`src/rtl/wave_buf_ctrl_if.sv`:
```
// Sample stream and capture-RAM write port shared by the waveform buffer
// controller and whatever feeds it (ADC front end / testbench).
interface wave_buf_ctrl_if;
  logic [7:0]  s_data;
  logic        s_valid;
  logic        s_ready;
  logic        wr_en;
  logic [10:0] wr_addr;
  logic [7:0]  wr_data;

  // Sample source side: offers samples, observes the RAM write port
  modport master (
    output s_data, s_valid,
    input  s_ready, wr_en, wr_addr, wr_data
  );

  // Controller side: accepts samples, drives the RAM write port
  modport slave (
    input  s_data, s_valid,
    output s_ready, wr_en, wr_addr, wr_data
  );
endinterface

```
`src/rtl/wave_buf_ctrl.sv`:
```
// Double-buffered oscilloscope trace controller. Samples are captured into
// the bank not on screen; once a full trace is held, the banks swap at the
// next frame start so the display never shows a half-written trace.
module wave_buf_ctrl #(
  parameter logic [10:0] PLOT_W      = 11'd1000,
  parameter logic [10:0] X0          = 11'd140,
  parameter logic [7:0]  TRIG_LEVEL  = 8'd128,
  parameter logic [15:0] ARM_TIMEOUT = 16'd4096
) (
  input  logic          pixel_clk,
  input  logic          sys_rst,
  input  logic          frame_start,
  input  logic          trig_en,
  input  logic [10:0]   pixel_xpos,
  output logic [10:0]   rd_addr,
  output logic          rd_valid,
  output logic          disp_bank,
  output logic          busy,
  output logic [15:0]   swap_cnt,
  wave_buf_ctrl_if.slave bus
);

  typedef enum logic [1:0] {
    ARM     = 2'd0,
    CAPTURE = 2'd1,
    HOLD    = 2'd2
  } state_t;

  localparam logic [9:0]  LAST_IDX = 10'(PLOT_W - 11'd1);
  localparam logic [11:0] X_END    = {1'b0, X0} + {1'b0, PLOT_W};

  state_t      state_q, state_d;
  logic [9:0]  index_q, index_d;
  logic [15:0] arm_cnt_q, arm_cnt_d;
  logic [7:0]  prev_q, prev_d;
  logic        disp_bank_q, disp_bank_d;
  logic [15:0] swap_cnt_q, swap_cnt_d;
  logic        rd_valid_d, rd_valid_q;
  logic [10:0] rd_addr_d, rd_addr_q;

  logic        ready;
  logic        accept;
  logic        do_write;
  logic [9:0]  wr_index;
  logic        level_hit;
  logic        timeout_hit;
  logic        in_plot;

  // Next-state, capture bookkeeping, write port and read-side address mapping
  always_comb begin
    state_d     = state_q;
    index_d     = index_q;
    arm_cnt_d   = arm_cnt_q;
    prev_d      = prev_q;
    disp_bank_d = disp_bank_q;
    swap_cnt_d  = swap_cnt_q;
    do_write    = 1'b0;
    wr_index    = index_q;

    ready       = !sys_rst && (state_q != HOLD);
    accept      = bus.s_valid && ready;
    level_hit   = (prev_q < TRIG_LEVEL) && (bus.s_data >= TRIG_LEVEL);
    timeout_hit = (arm_cnt_q == ARM_TIMEOUT - 16'd1);

    case (state_q)
      ARM: begin
        if (accept) begin
          prev_d    = bus.s_data;
          arm_cnt_d = arm_cnt_q + 16'd1;
          if (!trig_en || level_hit || timeout_hit) begin
            do_write = 1'b1;
            wr_index = 10'd0;
            index_d  = 10'd1;
            state_d  = CAPTURE;
          end
        end
      end
      CAPTURE: begin
        if (accept) begin
          do_write = 1'b1;
          if (index_q == LAST_IDX) begin
            state_d = HOLD;
          end else begin
            index_d = index_q + 10'd1;
          end
        end
      end
      HOLD: begin
        if (frame_start) begin
          disp_bank_d = ~disp_bank_q;
          swap_cnt_d  = swap_cnt_q + 16'd1;
          index_d     = 10'd0;
          arm_cnt_d   = 16'd0;
          prev_d      = 8'hFF;
          state_d     = ARM;
        end
      end
      default: begin
        state_d = ARM;
      end
    endcase

    in_plot    = (pixel_xpos >= X0) && ({1'b0, pixel_xpos} < X_END);
    rd_valid_d = in_plot;
    rd_addr_d  = in_plot ? {disp_bank_q, 10'(pixel_xpos - X0)} : 11'd0;
  end

  // State and bookkeeping registers with synchronous reset
  always_ff @(posedge pixel_clk) begin
    if (sys_rst) begin
      state_q     <= ARM;
      index_q     <= 10'd0;
      arm_cnt_q   <= 16'd0;
      prev_q      <= 8'hFF;
      disp_bank_q <= 1'b0;
      swap_cnt_q  <= 16'd0;
      rd_valid_q  <= 1'b0;
      rd_addr_q   <= 11'd0;
    end else begin
      state_q     <= state_d;
      index_q     <= index_d;
      arm_cnt_q   <= arm_cnt_d;
      prev_q      <= prev_d;
      disp_bank_q <= disp_bank_d;
      swap_cnt_q  <= swap_cnt_d;
      rd_valid_q  <= rd_valid_d;
      rd_addr_q   <= rd_addr_d;
    end
  end

  assign bus.s_ready = ready;
  assign bus.wr_en   = do_write;
  assign bus.wr_addr = {~disp_bank_q, wr_index};
  assign bus.wr_data = bus.s_data;

  assign rd_valid  = rd_valid_q;
  assign rd_addr   = rd_addr_q;
  assign disp_bank = disp_bank_q;
  assign swap_cnt  = swap_cnt_q;
  assign busy      = (state_q != HOLD);

endmodule

```
`src/flat_wrapper.sv`:
```
// flat-port wrapper written by rule: the top's interface ports become plain ports
module wave_buf_ctrl_flat 
#(
  parameter logic [10:0] PLOT_W      = 11'd1000,
  parameter logic [10:0] X0          = 11'd140,
  parameter logic [7:0]  TRIG_LEVEL  = 8'd128,
  parameter logic [15:0] ARM_TIMEOUT = 16'd4096
)
  (pixel_clk, sys_rst, frame_start, trig_en, pixel_xpos, rd_addr, rd_valid, disp_bank, busy, swap_cnt, bus_s_data, bus_s_valid, bus_s_ready, bus_wr_en, bus_wr_addr, bus_wr_data);
  wave_buf_ctrl_if bus_i ();
  input  logic pixel_clk;
  input  logic sys_rst;
  input  logic frame_start;
  input  logic trig_en;
  input  logic [10:0] pixel_xpos;
  output logic [10:0] rd_addr;
  output logic rd_valid;
  output logic disp_bank;
  output logic busy;
  output logic [15:0] swap_cnt;
  input wire logic [$bits(bus_i.s_data)-1:0] bus_s_data;
  input wire logic [$bits(bus_i.s_valid)-1:0] bus_s_valid;
  output wire logic [$bits(bus_i.s_ready)-1:0] bus_s_ready;
  output wire logic [$bits(bus_i.wr_en)-1:0] bus_wr_en;
  output wire logic [$bits(bus_i.wr_addr)-1:0] bus_wr_addr;
  output wire logic [$bits(bus_i.wr_data)-1:0] bus_wr_data;
  assign bus_i.s_data = bus_s_data;
  assign bus_i.s_valid = bus_s_valid;
  assign bus_s_ready = bus_i.s_ready;
  assign bus_wr_en = bus_i.wr_en;
  assign bus_wr_addr = bus_i.wr_addr;
  assign bus_wr_data = bus_i.wr_data;
  wave_buf_ctrl #(.PLOT_W(PLOT_W), .X0(X0), .TRIG_LEVEL(TRIG_LEVEL), .ARM_TIMEOUT(ARM_TIMEOUT)) u_core (.pixel_clk(pixel_clk), .sys_rst(sys_rst), .frame_start(frame_start), .trig_en(trig_en), .pixel_xpos(pixel_xpos), .rd_addr(rd_addr), .rd_valid(rd_valid), .disp_bank(disp_bank), .busy(busy), .swap_cnt(swap_cnt), .bus(bus_i));
endmodule
```
`config.mk`:
```
export PLATFORM = sky130hd
export DESIGN_NAME = wave_buf_ctrl_flat
export DESIGN_NICKNAME = d
export VERILOG_FILES = /design/src/rtl/wave_buf_ctrl_if.sv /design/src/rtl/wave_buf_ctrl.sv /design/src/flat_wrapper.sv
export SDC_FILE = /design/constraint.sdc
export NUM_CORES = 1
export LEC_CHECK = 0
export BUFFER_PORTS_ARGS = -buffer_cell sky130_fd_sc_hd__buf_4
export CAP_MARGIN = 20
export CORE_UTILIZATION = 53
export DETAILED_ROUTE_END_ITERATION = 8
export PLACE_DENSITY = 0.77
export SETUP_SLACK_MARGIN = 0.4
export SLEW_MARGIN = 10
export SYNTH_ARGS = -nofsm -noshare
export SYNTH_HDL_FRONTEND = slang
export SYNTH_SLANG_ARGS = --single-unit
```
`constraint.sdc`:
```
create_clock -name pixel_clk -period 2.9 [get_ports pixel_clk]
set_input_delay 0.58 -clock pixel_clk [delete_from_list [all_inputs] [get_ports pixel_clk]]
set_output_delay 0.58 -clock pixel_clk [all_outputs]
set_load 0.02 [all_outputs]
```
==> run metrics, run 1 <==
Synth Area in Adders=3.48%; crit path max-delay cell type=or4_4; fin area=3610 µm²; relative slew slack=52.7%; commonest non-fill, non-tap cell in the layout=buf_4; max-slew violation count=0; Area contributors post-synth=dfxtp_1 (40%), xnor2_1 (6.1%), nor2_1 (5.9%); f_max=0.375 GHz; Lkg Pwr=1.40 nW; Yosys warnings=0; Die ar.=5720 µm²; Placer Congestion=0.838; CTS tree=built; initial antenna violation count=0; Final Cycle Share=91.9%; clock slew at reported path FFs=0.06 ns; post-DR vias/cell=5.45; core area=5170 µm²; worst path required time=2.32 ns; worst min path class=input port to flop; Yosys reg bits=58; largest area contributor in the netlist=dfxtp_1; VDD IR max=0.000371 V; Die Y=75.7 µm; largest family of logic cells by synthesized area=simple AND/OR/NAND/NOR gates; clock root buffer=clkbuf_8; Pre-Repair DR Iteration Count=4; first-pass GRT wire length=9960 µm; Layout area overhead=25.5%; unrepaired setup endpoints after global routing=yes; commonest cells after routing, fill and taps aside=buf_4 (57), dfxtp_1 (55), nor2_1 (44); Synth Area per Inst=8.61 µm²; Slew @ Worst Pin=0.708 ns; gr ovfl total=0; CTS buffer count=9; Setup-failing EPs final=0; DRC viols=0; syn_nets=366; clk buf depth=2; Chip Width=75.7 µm; Post-synth top flop=dfxtp_1; clock sink total=58; Seq/Total Area, Yosys=40.4%; Compound-Gate Fraction of Synth Area=12.5%; Post-Syn Instances=334; number of synthesized flops with an enable pin=0; starting density of the core=55.6%; DRT iter0 DRCs=127; critical path class=flop to primary output; Post-synth ARST share=0%; simple-gate area share of the yosys netlist=28.9%; synth unique cells=48; Syn Std Cell Area=2880 µm²; post-synth top area share=40.4%; Post-Place Cell Area=3300 µm²; clk_lat worst skew=0.34 ns; Crit path largest cell delay=0.54 ns; Post-Synth XOR/XNOR Area=9.14%; Detailed Route WL=6340 µm; Final Hold Vio Count=0; outcome=finished clean; WL/cell=13.5 µm; Power Total=1.97 mW; CP startpoint kind=flop; CTS Hold Bufs=0; io pins=75; Cell Rows=26; fin cells=469; H-Tree Depth=3; Worst setup EP type=primary output; pin count of the biggest net entering global routing=33; crit path DAT=2.09 ns; post-synthesis mux area share=0.348%; post-DP HPWL=4280 µm; Total GRT Usage=23.4%; via count=2558; MaxCap Viol Count=0; final worst clock skew=0.00842 ns; share of cells above drive strength 1=25.6%; Pwr Density=546 nW/µm²; worst-path fanout max=5; IO Port Bufs=60; Inserted Diodes=0; placed instance count=445; total negative setup slack=0 ns; post-route ant nets=0; fin crit period=2.67 ns; CP Cell Sequence=or4_4 -> nor4_4 -> o21ai_2 -> or2_4 -> and2_1 -> buf_6; vias in the first global route=2242; nets=426
==> power breakdown <==
part / switching [mW] / internal [mW] / total, mW
clock network: 0.330 / 0.332 / 0.662
registers: 0.0245 / 0.829 / 0.853
logic: 0.276 / 0.179 / 0.454
==> layer usage <==
metal  vias to the layer above  track usage (%)  part of all wire, %
met5                         -                0                    0
met4                         0             9.47                 0.69
met3                         5             7.01                  4.2
met2                        63             38.7                   50
met1                      1198             28.6                   45
li1                       1292                -                    -
==> flip-flops by register name, summed over array words and instances, names as in the netlist <==
name / flops
u_core.arm_cnt_q: 16
u_core.swap_cnt: 16
u_core.rd_addr: 11
u_core.index_q: 10
u_core.state_q: 2
u_core.disp_bank: 1
u_core.prev_q: 1
u_core.rd_valid: 1
==> layout make-up <==
type | instances | area, µm²
Timing Repair Buffer | 67 | 541
Inverter | 11 | 41.3
Clock buffer | 10 | 138
Multi-Input combinational cell | 247 | 1590
Sequential cell | 58 | 1160
Fill cell | 415 | 1560
Clock inverter | 6 | 42.5
Tap cell | 70 | 87.6
==> cells by family (layout without fill, tap and decap cells) <==
kind of cell | Yosys count | after routing
AO/OA/AOI/OAI | 49 | 49
XOR/XNOR | 30 | 30
adder cells (fa/ha/maj) | 8 | 8
buffers and inverters | 30 | 94
flip-flops | 58 | 58
multiplexers | 1 | 1
AND/OR/NAND/NOR | 158 | 159
==> metrics by stage <==
step	hold WS [ns]	setup WS (ns)	utilization (%)
2_1_floorplan	0.449	0.553	-
3_3_place_gp	0.463	0.416	63.9
3_5_place_dp	0.470	0.359	63.9
4_1_cts	0.414	0.213	69.3
5_1_grt	0.425	0.144	69.8
6_report	0.438	0.234	69.8
==> critical path, delay by kind of cell, from the launching register on <==
family	cells	cell delay [ns]
AOI/OAI and AO/OA	1	0.14
DFF	1	0.32
buffers and inverters	1	0.13
and+or+nand+nor	4	1.17
==> cells in the mapped netlist (2+ instances only) <==
cell	instances
a211o_1	2
a21oi_1	11
a32o_1	8
and2_1	16
and3_1	6
and4_1	2
buf_2	3
buf_4	9
clkbuf_1	7
dfxtp_1	58
ha_1	8
inv_1	10
nand2_1	20
nand2b_1	3
nand3_1	17
nand4_1	10
nor2_1	45
nor2b_1	4
nor3_1	14
nor3b_1	3
nor4_1	4
o211ai_1	7
o21ai_0	7
o21ai_1	2
or2_1	2
or3_1	6
xnor2_1	20
xor2_1	10
==> what timing repair did <==
item | 4_1_cts | 5_1_grt
gates resized for setup | 17 | 5
setup endpoints to repair | 11 | 14
gates cloned | 1 | 0
pin swaps | 4 | 2
buffers inserted | 5 | 2
==> final timing paths <==
kind                            slack [ns]                               end                              start  cells after the start
worst min-delay path                  0.44      u_core.rd_addr[2]$_SDFF_PP0_                      pixel_xpos[2]                      2
worst max register to register        0.60    u_core.index_q[3]$_SDFFE_PP0P_     u_core.state_q[0]$_SDFFE_PP0P_                      7
worst max-delay path                  0.23                    bus_wr_addr[8]  u_core.arm_cnt_q[13]$_SDFFE_PP0P_                      6
worst min register to register        0.48  u_core.arm_cnt_q[1]$_SDFFE_PP0P_   u_core.arm_cnt_q[1]$_SDFFE_PP0P_                      2
(Power assumes the default switching activity.)
==> inputs of run 2 (changes only) <==
- clock period: 2.9 -> 2.73 ns (I/O delays scaled with it)
==> run metrics, run 2 (synthesis results as in run 1) <==
CP startpoint kind=flop; Placer Congestion=0.792 (-5.5%); initial antenna violation count=0 (unchanged); commonest non-fill, non-tap cell in the layout=buf_4; Final Cycle Share=96.9%; Final Hold Vio Count=0 (unchanged); clock sink total=58 (unchanged); fin crit period=2.65 ns; Detailed Route WL=6700 µm (+5.6%); crit path buf inv count=1 (unchanged); starting density of the core=55.6% (unchanged); unrepaired setup endpoints after global routing=yes; clk buf depth=2 (unchanged); Chip Width=75.7 µm (unchanged); Slew @ Worst Pin=0.683 ns (-0.0251 ns); CTS buffer count=9 (unchanged); Inserted Diodes=0 (unchanged); MaxCap Viol Count=0 (unchanged); CP Cell Sequence=or4_4 -> nor4_4 -> o21ai_2 -> or2_4 -> and2_1 -> buf_6; DRC viols=0 (unchanged); RR Endpoint=u_core.arm_cnt_q[12]$_SDFFE_PP0P_; WL/cell=14.0 µm (+3.9%); critical path class=flop to primary output; worst path required time=2.18 ns (-0.14 ns); nets=434 (+1.9%); post-route ant nets=0 (unchanged); worst min path class=input port to flop; io pins=75 (unchanged); Post-Place Cell Area=3330 µm² (+0.91%); relative slew slack=54.0% (+1.3 points); pin count of the biggest net entering global routing=30 (-9.1%); Power Total=2.16 mW (+9.8%); share of cells above drive strength 1=26.8% (+1.2 points); Reg2Reg Depth=7 (unchanged); Setup-failing EPs final=0 (unchanged); Lkg Pwr=1.45 nW (+3.4%); CTS Hold Bufs=0 (unchanged); Worst setup EP type=primary output; crit path DAT=2.10 ns (about the same); launch point of the worst path=u_core.arm_cnt_q[13]$_SDFFE_PP0P_; gr ovfl total=0 (unchanged); Setup crit end=bus_wr_addr[0]; clk_lat worst skew=0.34 ns (about the same); via count=2667 (+4.3%); Crit path max-delay family=simple AND/OR/NAND/NOR gates; final worst clock skew=0.00655 ns (-0.00188 ns); H-Tree Depth=3 (unchanged); CTS tree=built; core area=5170 µm² (unchanged); max-slew violation count=0 (unchanged); clock slew at reported path FFs=0.06 ns (about the same); Cell Rows=26 (unchanged); DRT iter0 DRCs=128 (+0.79%); first-pass GRT wire length=10200 µm (+2.0%); post-DP HPWL=4450 µm (+4.0%); f_max=0.378 GHz; R2R Setup Slk=0.39 ns (-0.21 ns); Crit. path cell count=6 (unchanged); vias in the first global route=2239 (-0.13%); Crit path largest cell delay=0.54 ns (about the same); VDD IR max=0.000370 V (-0.42%); post-DR vias/cell=5.59 (+2.5%); Layout area overhead=28.1%; clock root buffer=clkbuf_8; RR Startpoint=u_core.state_q[0]$_SDFFE_PP0P_; crit path max-delay cell type=or4_4; outcome=finished clean; Total GRT Usage=23.8% (+0.43 points); worst setup margin=0.0836 ns (-0.151 ns); Pre-Repair DR Iteration Count=4 (unchanged); total negative setup slack=0 ns (unchanged); Die Y=75.7 µm (unchanged); DP Worst Slack=0.234 ns (-0.126 ns); Pwr Density=587 nW/µm² (+7.6%); worst-path fanout max=5 (unchanged); commonest cells after routing, fill and taps aside=buf_4 (64), dfxtp_1 (55), nor2_1 (45); IO Port Bufs=60 (unchanged); fin area=3680 µm² (+2.0%); Die ar.=5720 µm² (unchanged)
[run 2: changes by cell type in the layout (fill, tap and decap cells not counted), sizes merged]
cell | before | now
clkinv | 4 | 2
clkbuf | 10 | 14
buf | 67 | 75
clkinvlp | 2 | 0
[run 2: cell type report]
cell class / instances / area [µm²]
Fill cell: 408 / 1490
Inverter: 11 / 41.3
Timing Repair Buffer: 75 / 604
Clock buffer: 14 / 173
Tap cell: 70 / 87.6
Multi-Input combinational cell: 247 / 1600
Sequential cell: 58 / 1160
Clock inverter: 2 / 10.0
[run 2: where the power goes]
| group | switching (mW) | internal, mW |
|---|---|---|
| Sequential | 0.0253 | 0.881 |
| Clock | 0.326 | 0.401 |
| Combinational | 0.310 | 0.218 |
[run 2: worst reg2reg max path: stages, from the launching register on]
cell	delay, ns
dfxtp_1	0.36
inv_1	0.09
ha_1	0.30
nand4bb_1	0.36
a2111oi_2	0.66
nand3_1	0.21
xor2_1	0.18
nor2_1	0.06
[run 2: worst min path at each step]
| stage | from | to | cells past startpoint |
|---|---|---|---|
| final | pixel_xpos[2] | u_core.rd_addr[2]$_SDFF_PP0_ | 2 |
| after global routing | pixel_xpos[2] | u_core.rd_addr[2]$_SDFF_PP0_ | 2 |
| after CTS | pixel_xpos[2] | u_core.rd_addr[2]$_SDFF_PP0_ | 2 |
| after detailed placement | u_core.arm_cnt_q[1]$_SDFFE_PP0P_ | u_core.arm_cnt_q[1]$_SDFFE_PP0P_ | 2 |
| after global placement | u_core.arm_cnt_q[1]$_SDFFE_PP0P_ | u_core.arm_cnt_q[1]$_SDFFE_PP0P_ | 2 |
| after floorplan | u_core.arm_cnt_q[1]$_SDFFE_PP0P_ | u_core.arm_cnt_q[1]$_SDFFE_PP0P_ | 2 |
[run 2: repair_timing]
item | 4_1_cts | 5_1_grt
endpoints found under the hold margin | 0 | 0
resized for setup | 18 | 6
pin swaps | 5 | 3
cloned | 1 | 0
setup endpoints to repair | 11 | 15
buffers inserted | 4 | 7
[run 2: layer usage]
| metal | share of wire (%) | wire length [µm] | track usage (%) |
|---|---|---|---|
| met4 | 1.9 | 130 | 11.3 |
| met1 | 42 | 2810 | 28.3 |
| met2 | 52 | 3450 | 40.2 |
| met3 | 4.5 | 301 | 6.35 |
| met5 | 0 | 0 | 0 |
[run 2: through the flow]
| stage | hold slack (ns) | util [%] | std cells |
|---|---|---|---|
| floorplan | 0.449 | - | 334 |
| global placement | 0.462 | 64.5 | 449 |
| detailed placement | 0.473 | 64.5 | 449 |
| CTS | 0.391 | 69.8 | 470 |
| global route | 0.398 | 71.2 | 477 |
| finish | 0.401 | 71.2 | 477 |
==> inputs of run 3 (changes only) <==
- SETUP_SLACK_MARGIN: 0.4 -> not set
==> run metrics, run 3 (synthesis results as in run 1) <==
WL/cell=13.7 µm (-2.2%); relative slew slack=56.4% (+2.4 points); Post-Place Cell Area=3330 µm² (unchanged); Final Cycle Share=98.1% (+1.2 points); Worst setup EP type=primary output; Worst Hold Launch=pixel_xpos[2]; post-DP HPWL=4450 µm (unchanged); max-slew violation count=0 (unchanged); commonest cells after routing, fill and taps aside=buf_4 (63), dfxtp_1 (55), nor2_1 (45); CTS tree=built; worst-path fanout max=5 (unchanged); clock sink total=58 (unchanged); Slew @ Worst Pin=0.647 ns (-0.0360 ns); unrepaired setup endpoints after global routing=yes; clock root buffer=clkbuf_8; clk buf depth=2 (unchanged); vias in the first global route=2174 (-2.9%); Pwr Density=593 nW/µm² (+0.95%); worst min path class=input port to flop; worst path required time=2.18 ns (about the same); f_max=0.373 GHz (-1.2%); MaxCap Viol Count=0 (unchanged); Setup-failing EPs final=0 (unchanged); Die Y=75.7 µm (unchanged); gr ovfl total=0 (unchanged); Storage cell area=1160 µm² (unchanged); launch point of the worst path=u_core.arm_cnt_q[12]$_SDFFE_PP0P_; commonest non-fill, non-tap cell in the layout=buf_4; initial antenna violation count=0 (unchanged); Hold Slack=0.403 ns (+0.00178 ns); critical path class=flop to primary output; CTS Hold Bufs=0 (unchanged); core area=5170 µm² (unchanged); Crit path largest cell delay=0.54 ns (about the same); CP startpoint kind=flop; Placer Congestion=0.792 (unchanged); Inserted Diodes=0 (unchanged); via count=2594 (-2.7%); H-Tree Depth=3 (unchanged); clk_lat worst skew=0.34 ns (about the same); starting density of the core=55.6% (unchanged); fin crit period=2.68 ns (+0.0328 ns); clock slew at reported path FFs=0.06 ns (about the same); RR Startpoint=u_core.state_q[0]$_SDFFE_PP0P_; DRC viols=0 (unchanged); nets=427 (-1.6%); Final Hold Vio Count=0 (unchanged); IO Port Bufs=60 (unchanged); Total GRT Usage=22.7% (-1.2 points); Chip Width=75.7 µm (unchanged); pin count of the biggest net entering global routing=30 (unchanged); multi-input logic area=1580 µm² (-1.3%); crit path max-delay cell type=or4_4; CTS buffer count=9 (unchanged); total negative setup slack=0 ns (unchanged); share of cells above drive strength 1=24.0% (-2.8 points); Die ar.=5720 µm² (unchanged); first-pass GRT wire length=9690 µm (-4.6%); Layout area overhead=24.8%; Detailed Route WL=6450 µm (-3.7%); Pre-Repair DR Iteration Count=4 (unchanged); final worst clock skew=0.00592 ns (-0.000629 ns); io pins=75 (unchanged); fin area=3590 µm² (-2.6%); VDD IR max=0.000368 V (-0.34%); crit path DAT=2.13 ns (+0.03 ns); post-DR vias/cell=5.52 (-1.3%); CP Cell Sequence=or4_4 -> nor4_4 -> o21ai_2 -> or2_4 -> and2_1 -> buf_6; Lkg Pwr=1.41 nW (-2.9%); Post-Route Utilization=69.4% (-1.8 points); DRT iter0 DRCs=136 (+6.3%); outcome=finished clean; post-route ant nets=0 (unchanged); fillers=426 (+4.4%); Cell Rows=26 (unchanged)
-- run 3: cell count changes in the layout (fill, tap and decap cells not counted) --
cell and change:
a21oi_1 +1, a21oi_2 -1, and2_1 +4, and2_4 -4, buf_4 -1, buf_6 -6, nor4_1 +1, nor4_2 -1
-- run 3: repair_timing --
action	4_1_cts	5_1_grt
pin swaps	1	2
gates resized for setup	2	10
hold endpoints to repair	0	0
setup endpoints to repair	10	10
setup buffers	0	4
gates cloned	0	1
-- run 3: area by class of cell --
cell class,instances,area share [%]
multi-input cells,247,44.1
flip-flops and latches,58,32.5
repair buffers,68,14.8
clock buffers,14,4.81
well taps,70,2.44
inverters,11,1.15
clock inverters,2,0.279
-- run 3: metrics by stage --
step / total power [mW] / instances / setup slack (ns)
2_1_floorplan: 1.26 / 334 / 0.417
3_3_place_gp: 1.38 / 449 / 0.276
3_5_place_dp: 1.38 / 449 / 0.234
4_1_cts: 2.11 / 465 / 0.0369
5_1_grt: 2.24 / 470 / -0.0360
6_report: 2.13 / 470 / 0.0508
-- run 3: per-layer routing --
metal | wire length (µm) | GRT usage (%) | vias up
li1 | - | - | 1294
met1 | 2740 | 26.9 | 1228
met2 | 3290 | 38.3 | 62
met3 | 303 | 6.22 | 10
met4 | 116 | 10.3 | 0
met5 | 0 | 0 | -
-- run 3: critical path, delay by kind of cell, from the launching register on --
kind / cells / cell delay (ns)
compound gates: 1 / 0.13
buf+inv: 1 / 0.13
flops: 1 / 0.32
simple gates: 4 / 1.20
-- run 3: worst paths after layout --
| kind | cells past startpoint | endpoint | slack (ns) |
|---|---|---|---|
| worst max-delay path | 6 | bus_wr_addr[8] | 0.05 |
| worst min-delay path | 2 | u_core.rd_addr[2]$_SDFF_PP0_ | 0.40 |
| worst max register to register | 7 | u_core.arm_cnt_q[12]$_SDFFE_PP0P_ | 0.47 |
| worst min register to register | 2 | u_core.arm_cnt_q[1]$_SDFFE_PP0P_ | 0.48 |
-- run 3: power by group --
group	internal (mW)	leakage, nW	switching (mW)
Combinational	0.201	0.840	0.296
Sequential	0.881	0.471	0.0250
Clock	0.401	0.0965	0.321
Total	1.48	1.41	0.642
